File: src/rtl/spectrum_bar_renderer_pkg.sv
// spectrum_pkg: shared colours, FSM states and level saturation for spectrum_bar_renderer.
// No ports. Used by spectrum_bar_renderer and spectrum_bin_state.
package spectrum_pkg;

    localparam logic [7:0] BLK = 8'h00;
    localparam logic [7:0] WHT = 8'hff;
    localparam logic [7:0] RED = 8'he0;
    localparam logic [7:0] BLU = 8'h03;

    typedef enum logic [1:0] {IDLE, CAPTURE, UPDATE} state_t;

    // Clamp at full width so an oversized bin saturates instead of wrapping.
    function automatic logic [63:0] sat_level(input logic [63:0] v, input logic [63:0] rows);
        return (v > rows) ? rows : v;
    endfunction

endpackage

File: src/rtl/spectrum_bar_renderer_if.sv
// spectrum_bar_renderer_if: groups the VGA counters, bin vector and pixel outputs.
// master: drives hc, vc, sound_signal, switches, current_sound; reads pixel outputs.
// slave : the renderer; reads the inputs, drives pixel_address, red/green/blue, frame_tick.
interface spectrum_bar_renderer_if #(
    parameter int NUM_BINS = 16,
    parameter int BIN_W    = 16
);
    logic [9:0]              hc;
    logic [9:0]              vc;
    logic [NUM_BINS*BIN_W-1:0] sound_signal;
    logic [3:0]              switches;
    logic [15:0]             current_sound;
    logic [9:0]              pixel_address;
    logic [2:0]              red;
    logic [2:0]              green;
    logic [1:0]              blue;
    logic                    frame_tick;

    modport master (
        output hc, vc, sound_signal, switches, current_sound,
        input  pixel_address, red, green, blue, frame_tick
    );

    modport slave (
        input  hc, vc, sound_signal, switches, current_sound,
        output pixel_address, red, green, blue, frame_tick
    );
endinterface

File: src/rtl/spectrum_bar_renderer_bin_state.sv
// spectrum_bin_state: per-bin displayed level (fall-off smoothing) and optional peak-hold marker.
// Ports: vga_clk, reset (sync, active-high); en_i selects this bin during the update pass;
// lvl_i new saturated level; decay_i one-level fall-off this frame; disp_o displayed level;
// peak_o peak marker level (only with SPECTRUM_PEAK_HOLD_EN defined).
module spectrum_bin_state #(
    parameter int LVL_W       = 6,
    parameter int HOLD_FRAMES = 30
) (
    input  logic             vga_clk,
    input  logic             reset,
    input  logic             en_i,
    input  logic             decay_i,
    input  logic [LVL_W-1:0] lvl_i,
`ifdef SPECTRUM_PEAK_HOLD_EN
    output logic [LVL_W-1:0] peak_o,
`endif
    output logic [LVL_W-1:0] disp_o
);
    logic [LVL_W-1:0] disp_q, disp_d;

    // lvl_i < disp_q implies disp_q > 0, so the decrement cannot underflow.
    always_comb disp_d = !en_i ? disp_q : (lvl_i >= disp_q) ? lvl_i : disp_q - LVL_W'(decay_i);

    always_ff @(posedge vga_clk) begin
        if (reset) disp_q <= '0;
        else       disp_q <= disp_d;
    end

    assign disp_o = disp_q;

`ifdef SPECTRUM_PEAK_HOLD_EN
    localparam int HOLD_W = $clog2(HOLD_FRAMES + 1);

    logic [LVL_W-1:0]  peak_q, peak_d;
    logic [HOLD_W-1:0] hold_q, hold_d;
    logic              rise;

    assign rise = lvl_i >= peak_q;

    always_comb begin
        peak_d = peak_q;
        hold_d = hold_q;
        if (en_i) begin
            peak_d = rise ? lvl_i : (hold_q != '0) ? peak_q : peak_q - LVL_W'(decay_i);
            hold_d = rise ? HOLD_W'(HOLD_FRAMES) : (hold_q != '0) ? hold_q - 1'b1 : hold_q;
        end
    end

    always_ff @(posedge vga_clk) begin
        if (reset) begin
            peak_q <= '0;
            hold_q <= '0;
        end else begin
            peak_q <= peak_d;
            hold_q <= hold_d;
        end
    end

    assign peak_o = peak_q;
`endif

endmodule

File: src/rtl/spectrum_bar_renderer.sv
// spectrum_bar_renderer: frame-synchronous spectrum bar renderer between FFT output and VGA controller.
// Ports: vga_clk pixel clock; reset sync active-high; bus (slave) carries hc/vc counters,
// sound_signal bin vector, switches (per-bin right shift), current_sound loudness, and returns
// registered pixel_address, red/green/blue (3/3/2) and the frame_tick end-of-update pulse.
// Optional feature: define SPECTRUM_PEAK_HOLD_EN for per-bin peak-hold markers.
module spectrum_bar_renderer
    import spectrum_pkg::*;
#(
    parameter int          NUM_BINS     = 16,
    parameter int          BIN_W        = 16,
    parameter int          H_ACTIVE     = 640,
    parameter int          V_ACTIVE     = 480,
    parameter int          ROWS         = 32,
    parameter int          DECAY_FRAMES = 4,
    parameter int          HOLD_FRAMES  = 30,
    parameter logic [15:0] THRESHOLD    = 16'h0900
) (
    input logic                    vga_clk,
    input logic                    reset,
    spectrum_bar_renderer_if.slave bus
);
    localparam int LVL_W  = $clog2(ROWS + 1);
    localparam int IDX_W  = $clog2(NUM_BINS);
    localparam int DIV_W  = (DECAY_FRAMES > 1) ? $clog2(DECAY_FRAMES) : 1;
    localparam int COL_PX = H_ACTIVE / NUM_BINS;
    localparam int ROW_PX = V_ACTIVE / ROWS;

    state_t                    state_q, state_d;
    logic [IDX_W-1:0]          idx_q, idx_d;
    logic [DIV_W-1:0]          div_q, div_d;
    logic [NUM_BINS*BIN_W-1:0] sound_q;
    logic [3:0]                sw_q;
    logic [15:0]               cur_q;
    logic                      trigger, last, cap, upd, decay;
    logic [BIN_W-1:0]          shifted;
    logic [LVL_W-1:0]          lvl;
    logic [LVL_W-1:0]          disp [NUM_BINS];

    // FSM: state register
    always_ff @(posedge vga_clk) begin
        if (reset) begin
            state_q <= IDLE;
            idx_q   <= '0;
        end else begin
            state_q <= state_d;
            idx_q   <= idx_d;
        end
    end

    // FSM: next state; idx wraps to 0 after the last bin since NUM_BINS is a power of two
    assign trigger = bus.hc == 10'(H_ACTIVE) && bus.vc == 10'(V_ACTIVE);
    assign last    = idx_q == IDX_W'(NUM_BINS - 1);

    always_comb begin
        state_d = (state_q == IDLE)    ? (trigger ? CAPTURE : IDLE) :
                  (state_q == CAPTURE) ? UPDATE :
                  (last ? IDLE : UPDATE);
        idx_d   = (state_q == UPDATE) ? idx_q + 1'b1 : '0;
    end

    // FSM: outputs
    always_comb begin
        cap            = state_q == CAPTURE;
        upd            = state_q == UPDATE;
        bus.frame_tick = upd && last;
    end

    // Shadow copies keep the whole pass consistent even if the inputs move mid-pass.
    assign div_d = (div_q == DIV_W'(DECAY_FRAMES - 1)) ? '0 : div_q + 1'b1;
    assign decay = div_q == DIV_W'(DECAY_FRAMES - 1);

    always_ff @(posedge vga_clk) begin
        if (reset) begin
            div_q   <= '0;
            sound_q <= '0;
            sw_q    <= '0;
            cur_q   <= '0;
        end else if (cap) begin
            div_q   <= div_d;
            sound_q <= bus.sound_signal;
            sw_q    <= bus.switches;
            cur_q   <= bus.current_sound;
        end
    end

    assign shifted = sound_q[idx_q*BIN_W +: BIN_W] >> sw_q;
    assign lvl     = LVL_W'(sat_level(64'(shifted), 64'(ROWS)));

`ifdef SPECTRUM_PEAK_HOLD_EN
    logic [LVL_W-1:0] peak [NUM_BINS];
`endif

    for (genvar i = 0; i < NUM_BINS; i++) begin : g_bin
        spectrum_bin_state #(
            .LVL_W      (LVL_W),
            .HOLD_FRAMES(HOLD_FRAMES)
        ) u_bin (
            .vga_clk(vga_clk),
            .reset  (reset),
            .en_i   (upd && idx_q == IDX_W'(i)),
            .decay_i(decay),
            .lvl_i  (lvl),
`ifdef SPECTRUM_PEAK_HOLD_EN
            .peak_o (peak[i]),
`endif
            .disp_o (disp[i])
        );
    end

    // Pixel path: one register stage from hc/vc to address and colour.
    logic             act, lit;
    logic [IDX_W-1:0] col;
    logic [LVL_W-1:0] row;
    logic [7:0]       bar_c, px_d, px_q;
    logic [9:0]       addr_d, addr_q;

    assign act   = bus.hc < 10'(H_ACTIVE) && bus.vc < 10'(V_ACTIVE);
    assign col   = IDX_W'(bus.hc / 10'(COL_PX));
    assign row   = LVL_W'(bus.vc / 10'(ROW_PX));
    assign lit   = LVL_W'(ROWS - 1) - row < disp[col];
    assign bar_c = (cur_q > THRESHOLD) ? RED : WHT;

`ifdef SPECTRUM_PEAK_HOLD_EN
    logic mark;
    assign mark = peak[col] != '0 && row == LVL_W'(ROWS) - peak[col];
    assign px_d = !act ? BLK : mark ? BLU : lit ? bar_c : BLK;
`else
    assign px_d = !act ? BLK : lit ? bar_c : BLK;
`endif
    assign addr_d = act ? 10'(row * NUM_BINS + col) : '0;

    always_ff @(posedge vga_clk) begin
        if (reset) begin
            px_q   <= BLK;
            addr_q <= '0;
        end else begin
            px_q   <= px_d;
            addr_q <= addr_d;
        end
    end

    assign bus.red           = px_q[7:5];
    assign bus.green         = px_q[4:2];
    assign bus.blue          = px_q[1:0];
    assign bus.pixel_address = addr_q;

endmodule

File: src/flat_wrapper.sv
// flat-port wrapper written by rule: the top's interface ports become plain ports
module spectrum_bar_renderer_flat import spectrum_pkg::*;
#(
    parameter int          NUM_BINS     = 16,
    parameter int          BIN_W        = 16,
    parameter int          H_ACTIVE     = 640,
    parameter int          V_ACTIVE     = 480,
    parameter int          ROWS         = 32,
    parameter int          DECAY_FRAMES = 4,
    parameter int          HOLD_FRAMES  = 30,
    parameter logic [15:0] THRESHOLD    = 16'h0900
)
  (vga_clk, reset, bus_hc, bus_vc, bus_sound_signal, bus_switches, bus_current_sound, bus_pixel_address, bus_red, bus_green, bus_blue, bus_frame_tick);
  spectrum_bar_renderer_if #(.NUM_BINS(NUM_BINS), .BIN_W(BIN_W)) bus_i ();
  input logic vga_clk;
  input logic reset;
  input wire logic [$bits(bus_i.hc)-1:0] bus_hc;
  input wire logic [$bits(bus_i.vc)-1:0] bus_vc;
  input wire logic [$bits(bus_i.sound_signal)-1:0] bus_sound_signal;
  input wire logic [$bits(bus_i.switches)-1:0] bus_switches;
  input wire logic [$bits(bus_i.current_sound)-1:0] bus_current_sound;
  output wire logic [$bits(bus_i.pixel_address)-1:0] bus_pixel_address;
  output wire logic [$bits(bus_i.red)-1:0] bus_red;
  output wire logic [$bits(bus_i.green)-1:0] bus_green;
  output wire logic [$bits(bus_i.blue)-1:0] bus_blue;
  output wire logic [$bits(bus_i.frame_tick)-1:0] bus_frame_tick;
  assign bus_i.hc = bus_hc;
  assign bus_i.vc = bus_vc;
  assign bus_i.sound_signal = bus_sound_signal;
  assign bus_i.switches = bus_switches;
  assign bus_i.current_sound = bus_current_sound;
  assign bus_pixel_address = bus_i.pixel_address;
  assign bus_red = bus_i.red;
  assign bus_green = bus_i.green;
  assign bus_blue = bus_i.blue;
  assign bus_frame_tick = bus_i.frame_tick;
  spectrum_bar_renderer #(.NUM_BINS(NUM_BINS), .BIN_W(BIN_W), .H_ACTIVE(H_ACTIVE), .V_ACTIVE(V_ACTIVE), .ROWS(ROWS), .DECAY_FRAMES(DECAY_FRAMES), .HOLD_FRAMES(HOLD_FRAMES), .THRESHOLD(THRESHOLD)) u_core (.vga_clk(vga_clk), .reset(reset), .bus(bus_i));
endmodule
File: config.mk
export PLATFORM = sky130hd
export DESIGN_NAME = spectrum_bar_renderer_flat
export DESIGN_NICKNAME = d
export VERILOG_FILES = /design/src/rtl/spectrum_bar_renderer_pkg.sv /design/src/rtl/spectrum_bar_renderer_if.sv /design/src/rtl/spectrum_bar_renderer_bin_state.sv /design/src/rtl/spectrum_bar_renderer.sv /design/src/flat_wrapper.sv
export SDC_FILE = /design/constraint.sdc
export NUM_CORES = 1
export LEC_CHECK = 0
export ABC_CLOCK_PERIOD_IN_PS = 8700
export BUFFER_PORTS_ARGS = -buffer_cell sky130_fd_sc_hd__buf_2
export CORE_UTILIZATION = 59
export DETAILED_ROUTE_END_ITERATION = 8
export PLACE_DENSITY = 0.88
export SYNTH_ARGS = -nofsm -noshare
export SYNTH_HDL_FRONTEND = slang
export SYNTH_HIERARCHICAL = 1
export SYNTH_SLANG_ARGS = --single-unit
File: constraint.sdc
create_clock -name vga_clk -period 8.7 [get_ports vga_clk]
set_clock_uncertainty 0.15 [all_clocks]
set_input_delay 1.305 -clock vga_clk [delete_from_list [all_inputs] [get_ports vga_clk]]
set_output_delay 1.305 -clock vga_clk [all_outputs]
set_load 0.02 [all_outputs]
==> results by group, run 1 <==
Outcome
  • Status: finished clean

Yosys
  • Number of distinct library cells after synthesis: 69
  • Mux share of post-synthesis cell area: ~12%
  • Syn_area_per_cell: approximately 8 µm²
  • Simple-gate portion of the synthesized area: 22.42%
  • Post-Syn Instances: roughly 2900
  • Synth Net Count: 3301
  • #FFs+latches synth: a little under 400
  • Compound-cell area share of the yosys netlist: a little under a fifth
  • Adder-cell share of the synthesized area: under 10%
  • Post-synthesis xor/xnor area fraction: 0.2680%
  • Synth Flop Type: dfxtp_1
  • Syn. warnings: 6
  • Post-Syn Area: between 20000 and 25000 µm²
  • Number of synthesized flops with an enable pin: 0
  • Register area share after synthesis: approximately 34%
  • Largest family of logic cells by synthesized area: simple AND/OR/NAND/NOR gates
  • Async SR Flop Fraction: 0%

Timing
  • Fin Setup TNS: 0 ns
  • Final min period: between 7 and 8 ns
  • Setup violations, final: 0
  • Fin crit share: about 80%
  • Peak Freq: 0.1411 GHz
  • Max-slew headroom: a little under a fifth
  • Worst slew pin tran: about 1.2 ns
  • Final max-slew violation count: 0
  • Hold Fails Final Rpt: 0
  • RSZ-0062 raised after global routing: no

Place
  • Final HPWL DP: between 40000 and 50000 µm
  • Placed inst area: between 20000 and 25000 µm²
  • I/O Buffers: ~320
  • Placed Cells incl. Taps: between 3000 and 4000
  • Routability cong.: about 0.93

Clock network
  • Clock Latency Late Sink: just under 0.6 ns
  • CTS H-tree lvls: 2
  • CTS tree: done
  • CTS Sinks: 392
  • Post-CTS setup buffer count: 0
  • Clk pin slew, worst setup/hold paths: 0.06 ns
  • Post-cts sizing count: 0
  • Hold_buf cts: 0
  • Root buf cell: clkbuf_16
  • CTS Buf Count: 41
  • Max Buffers Root-to-Sink: 3

Layout
  • # nets final: 3495
  • Fraction of layout cells with a size suffix above 1: approximately 18%
  • Multi-input gate area in the final layout: ~14000 µm²
  • Non-filler cells, final: about 3600
  • Register area: ~8000 µm²
  • Filler Cell Count: between 2000 and 3000
  • Area Overhead vs Synth: 13.63%
  • Commonest non-fill, non-tap cells in the layout: nand2_1 (694), a21oi_1 (426), dfxtp_1 (389), buf_2 (315), nor2_1 (161)
  • Most common cell after layout, fill and taps aside: nand2_1
  • Final Instance Area: about 26000 µm²

Floorplanning
  • Die ar.: slightly below 40000 µm²
  • Ports: approximately 320
  • FP Rows: approximately 70
  • Die height: between 150 and 200 µm
  • Core region area: 37930 µm²
  • Initial Util: between 60% and 70%
  • Die Width: 198.9 µm

Critical path
  • Crit path launch type: flip-flop
  • Crit path required time: 8.99 ns
  • Setup CP Type: reg2reg
  • CP Max Fanout: 54
  • Crit. End Element: flip-flop
  • Arr. time, crit path: between 7 and 8 ns

Detailed routing
  • Avg WL per Cell: around 19 µm
  • Uppermost layer routed: met5
  • Iter 0 DRT Violations: roughly 2300
  • Vias per inst: 6.212
  • Drt first pass iters: 6
  • Remaining DRCs: 0
  • Wire length on met3: approximately 5700 µm
  • Via count: approximately 22000
  • Metal-1 WL: approximately 26000 µm
  • Final ANT Viol Nets: 0
  • Routed wire length: approximately 67000 µm
  • Metal2 WL: ~32000 µm

GRT
  • Antenna violations before repair: 7
  • GRT Total Usage: roughly 34%
  • Gr ovfl total: 0
  • First-pass GRT wire length: roughly 110000 µm
  • Number of global-route vias before repair: about 21000
  • Pin count of the biggest net entering global routing: roughly 190

Pwr
  • Power per Cell Area: 150.2 nW/µm²
  • Static leakage: approximately 9.6 nW
  • Power, Total: 3.903 mW
  • Maximum vdd drop: approximately 180 µV

Hold path
  • Hold WC Path Type: reg2reg

Job
  • Max-cap violation count: 0
==> cell families after synthesis <==
logic type | Yosys count
multiplexers | 165
AO/OA/AOI/OAI | 713
buffers and inverters | 311
other | 1
adder cells (fa/ha/maj) | 141
flip-flops | 392
AND/OR/NAND/NOR | 1134
XOR/XNOR | 7
==> cell usage after synthesis (16+ instances only) <==
master | instances | area share, %
o21bai_1 | 16 | 0.53
and3_1 | 21 | 0.57
or2_2 | 18 | 0.49
nor2_1 | 163 | 2.7
a311oi_1 | 16 | 0.61
inv_1 | 122 | 2.0
buf_2 | 27 | 0.59
mux2i_1 | 72 | 3.2
nand2b_1 | 43 | 1.2
nand4b_1 | 17 | 0.65
nand3_1 | 33 | 0.72
o311ai_0 | 17 | 0.65
or3b_1 | 16 | 0.61
ha_1 | 139 | 7.6
nand4_1 | 36 | 0.98
o21ai_0 | 34 | 0.74
nor3_1 | 24 | 0.53
dfxtp_1 | 392 | 34
or3b_4 | 16 | 0.79
nand2_1 | 694 | 11
o221ai_1 | 18 | 0.69
mux2_2 | 16 | 0.79
mux4_2 | 77 | 7.6
a21oi_1 | 429 | 9.4
a21o_1 | 52 | 1.7
a31oi_1 | 71 | 1.9
or4b_1 | 16 | 0.70
clkbuf_1 | 141 | 2.3
==> where the power goes <==
part,switching (mW),internal [mW]
clock,0.753,1.09
combinational,0.153,0.107
sequential,0.00110,1.80
total,0.907,3.00
==> area by class of cell <==
class	instances	share of cell area, %
diodes	4	0.03851
clock buffers	61	4.670
clock inverters	13	0.7703
inverters	125	1.805
multi-input cells	2161	53.25
flip-flops and latches	392	30.23
well taps	511	2.460
repair buffers	337	6.778
==> stage by stage <==
stage               utilization, %  hold WS [ns]  setup slack, ns
global placement             64.76        0.2895            1.991
detailed placement           64.76        0.2928            1.792
CTS                          68.49        0.3009            1.774
floorplan                        -        0.2825            2.678
finish                       68.52        0.3006            1.613
global route                 68.50        0.3166            1.297
==> worst paths after layout <==
kind                                                        from                                             to  slack, ns  depth (start not counted)
worst max-delay path                  u_core/idx_q[1]$_SDFF_PP0_  u_core/g_bin[14].u_bin/disp_o[0]$_SDFFE_PP0P_       1.61                         17
worst min-delay path            u_core/sound_q[205]$_SDFFE_PP0P_               u_core/sound_q[205]$_SDFFE_PP0P_       0.30                          2
worst max register to register        u_core/idx_q[1]$_SDFF_PP0_  u_core/g_bin[14].u_bin/disp_o[0]$_SDFFE_PP0P_       1.61                         17
worst min register to register  u_core/sound_q[205]$_SDFFE_PP0P_               u_core/sound_q[205]$_SDFFE_PP0P_       0.30                          2
==> worst max-delay path: stages (launching register included) <==
cell	delay, ns
dfxtp_4	0.90
buf_4	0.40
mux4_2	0.54
mux2i_1	0.33
mux2i_1	0.15
nand2_1	0.09
o21ai_0	0.14
o21ai_1	0.16
nor4b_1	0.25
o21ai_1	0.10
a221o_1	0.74
buf_4	0.42
nor2_4	0.87
ha_1	0.38
nand4_1	0.10
o221ai_1	0.41
or4b_1	0.62
o311ai_0	0.13
==> sequential cells by signal (all words and copies together) (netlist names) <==
name                       count
u_core/div_q                   2
u_core/cur_q                  16
u_core/g_bin.u_bin/disp_o     96
u_core/state_q                 2
u_core/px_q                    2
u_core/sw_q                    4
u_core/sound_q               256
u_core/bus.pixel_address      10
u_core/idx_q                   4
==> layer usage <==
layer / up-vias / GRT usage (%)
met4: 6 / 18.97
met1: 10510 / 40.25
li1: 10460 / -
met5: - / 0
met3: 246 / 6.036
met2: 1171 / 57.21
Power figures use the tool's default switching activity.
==> run 2: changes to the inputs <==
--- a/config.mk
+++ b/config.mk
@@ -5,7 +5,7 @@
 export SDC_FILE = /design/constraint.sdc
 export NUM_CORES = 1
 export LEC_CHECK = 0
-export ABC_CLOCK_PERIOD_IN_PS = 8700
+export ABC_CLOCK_PERIOD_IN_PS = 6750
 export BUFFER_PORTS_ARGS = -buffer_cell sky130_fd_sc_hd__buf_2
 export CORE_UTILIZATION = 59
 export DETAILED_ROUTE_END_ITERATION = 8
==> constraint.sdc (replaced) <==
create_clock -name vga_clk -period 6.75 [get_ports vga_clk]
set_clock_uncertainty 0.15 [all_clocks]
set_input_delay 1.0125 -clock vga_clk [delete_from_list [all_inputs] [get_ports vga_clk]]
set_output_delay 1.0125 -clock vga_clk [all_outputs]
set_load 0.02 [all_outputs]
==> run 2 against run 1 <==
  * Clock power grew 27%
  * Die area is the same
  * Total power grew 28%
  * Sequential cell count is the same
  * Cell area grew 0.16%
  * Via count grew 1.6%
  * Largest cell class unchanged
  * Largest power group unchanged
==> results by group, run 2 (synthesis results as in run 1) <==
Outcome
  • Status: finished clean

Place
  • Setup WS pre-CTS: 0.6274 ns (-1.164 ns)
  • Placed Cells incl. Taps: 3532 (+0.17%)
  • I/O Buffers: 316 (unchanged)
  • Routability cong.: 0.9119 (-1.5%)
  • Final HPWL DP: 47590 µm (+3.1%)

Layout
  • Largest register FFs: 256 (unchanged)
  • Final Core Density: 68.63% (+0.11 points)
  • # nets final: 3502 (+0.20%)
  • Filler Cell Count: 2917 (-1.4%)
  • Non-filler cells, final: 3605 (+0.028%)
  • Multi-input gate area in the final layout: 13820 µm² (-0.13%)
  • Commonest non-fill, non-tap cells in the layout: nand2_1 (694), a21oi_1 (426), dfxtp_1 (389), buf_2 (315), nor2_1 (161)
  • Register area: 7856 µm² (unchanged)
  • Area Overhead vs Synth: 13.81%
  • Largest Register: u_core/sound_q
  • Most common cell after layout, fill and taps aside: nand2_1
  • Fraction of layout cells with a size suffix above 1: 17.88% (+0.33 points)

Critical path
  • FF-to-FF End: u_core/g_bin[3].u_bin/disp_o[1]$_SDFFE_PP0P_
  • Crit path required time: 7.05 ns (-1.94 ns)
  • Worst r2r src: u_core/idx_q[0]$_SDFF_PP0_
  • Crit. End Element: flip-flop
  • Crit path launch type: flip-flop
  • CP Max Fanout: 34 (-37%)
  • R2R setup slack: 0.49 ns (-1.12 ns)
  • Setup CP Type: reg2reg
  • Worst reg2reg path depth: 18 (+1)
  • Arr. time, crit path: 6.56 ns (-0.81 ns)

Clock network
  • Hold_buf cts: 0 (unchanged)
  • Max Buffers Root-to-Sink: 3 (unchanged)
  • CTS Buf Count: 42 (+2.4%)
  • Clock Latency Late Sink: 0.58 ns (about the same)
  • Post-CTS setup buffer count: 0 (unchanged)
  • Root buf cell: clkbuf_16
  • Post-cts sizing count: 0 (unchanged)
  • CTS Sinks: 392 (unchanged)
  • CTS H-tree lvls: 2 (unchanged)
  • Clk pin slew, worst setup/hold paths: 0.06 ns (about the same)
  • CTS tree: done

Floorplanning
  • Die ar.: 39560 µm² (unchanged)
  • Core region area: 37930 µm² (unchanged)
  • Initial Util: 60.30% (unchanged)
  • Die Width: 198.9 µm (unchanged)
  • Die height: 198.9 µm (unchanged)
  • Ports: 317 (unchanged)
  • FP Rows: 71 (unchanged)

Timing
  • WHS: 0.3008 ns (+0.0002150 ns)
  • RSZ-0062 raised after global routing: no
  • Final max-slew violation count: 0 (unchanged)
  • Setup violations, final: 0 (unchanged)
  • Fin crit share: 92.72% (+11 points)
  • Hold Fails Final Rpt: 0 (unchanged)
  • Fin Setup TNS: 0 ns (unchanged)
  • Final min period: 6.259 ns (-0.8285 ns)
  • Peak Freq: 0.1598 GHz (+13%)
  • Final WS setup: 0.4912 ns (-1.122 ns)
  • Max-slew headroom: 14.11% (-4.0 points)
  • Worst slew pin tran: 1.288 ns (+0.06015 ns)

GRT
  • GRT Total Usage: 34.28% (+0.54 points)
  • Gr ovfl total: 0 (unchanged)
  • First-pass GRT wire length: 108200 µm (+1.6%)
  • Antenna violations before repair: 3 (-4)
  • Number of global-route vias before repair: 21710 (+2.5%)
  • Pin count of the biggest net entering global routing: 224 (+15%)

Detailed routing
  • Final ANT Viol Nets: 0 (unchanged)
  • Avg WL per Cell: 19.14 µm (+2.3%)
  • Drt first pass iters: 6 (unchanged)
  • Via count: 22750 (+1.6%)
  • Iter 0 DRT Violations: 2210 (-3.6%)
  • Remaining DRCs: 0 (unchanged)
  • Routed wire length: 69000 µm (+2.3%)
  • Vias per inst: 6.310 (+1.6%)

Hold path
  • Hold WC Path Type: reg2reg
  • Hold Startpoint: u_core/sound_q[251]$_SDFFE_PP0P_
  • Hold depth: 2 (unchanged)
  • Worst Hold End: u_core/sound_q[251]$_SDFFE_PP0P_

Pwr
  • Static leakage: 9.661 nW (+0.45%)
  • Power per Cell Area: 192.1 nW/µm² (+28%)
  • Maximum vdd drop: 182.2 µV (-0.83%)

Job
  • Max-cap violation count: 0 (unchanged)
-- run 2: cell types whose count changed in the layout (fill, tap and decap cells not counted), sizes merged --
| cell | before | now |
|---|---|---|
| diode | 4 | 1 |
| clkinvlp | 2 | 3 |
| buf | 337 | 343 |
| clkinv | 9 | 12 |
| bufinv | 4 | 3 |
| clkbuf | 61 | 56 |
-- run 2: report_power, final --
| part | leakage [nW] | internal, mW | total (mW) | switching, mW |
|---|---|---|---|---|
| sequential | 3.16 | 2.32 | 2.32 | 0.00132 |
| combinational | 5.82 | 0.142 | 0.345 | 0.203 |
| clock | 0.684 | 1.37 | 2.34 | 0.970 |
-- run 2: critical path: stages (launching register included) --
cell,delay (ns)
dfxtp_4,0.77
buf_4,0.34
mux4_2,0.52
mux4_2,0.48
and2_1,0.18
nor4_1,0.29
a21oi_1,0.11
nor4_2,0.22
o21ai_1,0.13
a221o_1,0.50
a21oi_2,0.15
buf_4,0.39
inv_1,0.10
ha_1,0.30
nand2b_1,0.14
a21oi_1,0.18
o221ai_1,0.43
or2_2,0.44
a311oi_1,0.28
-- run 2: worst max path at each step --
stage                                from                                            end  depth (start not counted)
2_1_floorplan  u_core/idx_q[1]$_SDFF_PP0_   u_core/g_bin[0].u_bin/disp_o[0]$_SDFFE_PP0P_                         15
3_3_place_gp   u_core/idx_q[0]$_SDFF_PP0_  u_core/g_bin[11].u_bin/disp_o[0]$_SDFFE_PP0P_                         18
3_5_place_dp   u_core/idx_q[0]$_SDFF_PP0_  u_core/g_bin[15].u_bin/disp_o[0]$_SDFFE_PP0P_                         18
4_1_cts        u_core/idx_q[0]$_SDFF_PP0_  u_core/g_bin[14].u_bin/disp_o[0]$_SDFFE_PP0P_                         18
5_1_grt        u_core/idx_q[0]$_SDFF_PP0_   u_core/g_bin[3].u_bin/disp_o[1]$_SDFFE_PP0P_                         18
6_report       u_core/idx_q[0]$_SDFF_PP0_   u_core/g_bin[3].u_bin/disp_o[1]$_SDFFE_PP0P_                         18
-- run 2: per-layer routing --
| layer | up-vias | wire [µm] | part of all wire (%) | GRT usage, % |
|---|---|---|---|---|
| li1 | 10470 | - | - | - |
| met3 | 297 | 6110 | 8.9 | 6.477 |
| met5 | - | 18 | 0.026 | 0 |
| met1 | 10680 | 25700 | 37 | 40.51 |
| met4 | 4 | 4324 | 6.3 | 22.22 |
| met2 | 1293 | 32850 | 48 | 56.99 |
-- run 2: final cells by class --
type / count / share of cell area (%)
inverters: 125 / 1.802
flip-flops and latches: 392 / 30.18
repair buffers: 343 / 7.084
clock buffers: 56 / 4.624
clock inverters: 16 / 0.7498
diodes: 1 / 0.009613
multi-input cells: 2161 / 53.10
well taps: 511 / 2.456
-- run 2: stage by stage --
| step | power (mW) | area [µm²] |
|---|---|---|
| global route | 5.143 | 26030 |
| global placement | 2.697 | 24630 |
| CTS | 5.016 | 26030 |
| finish | 5.002 | 26030 |
| floorplan | 2.550 | 22870 |
| detailed placement | 2.704 | 24630 |
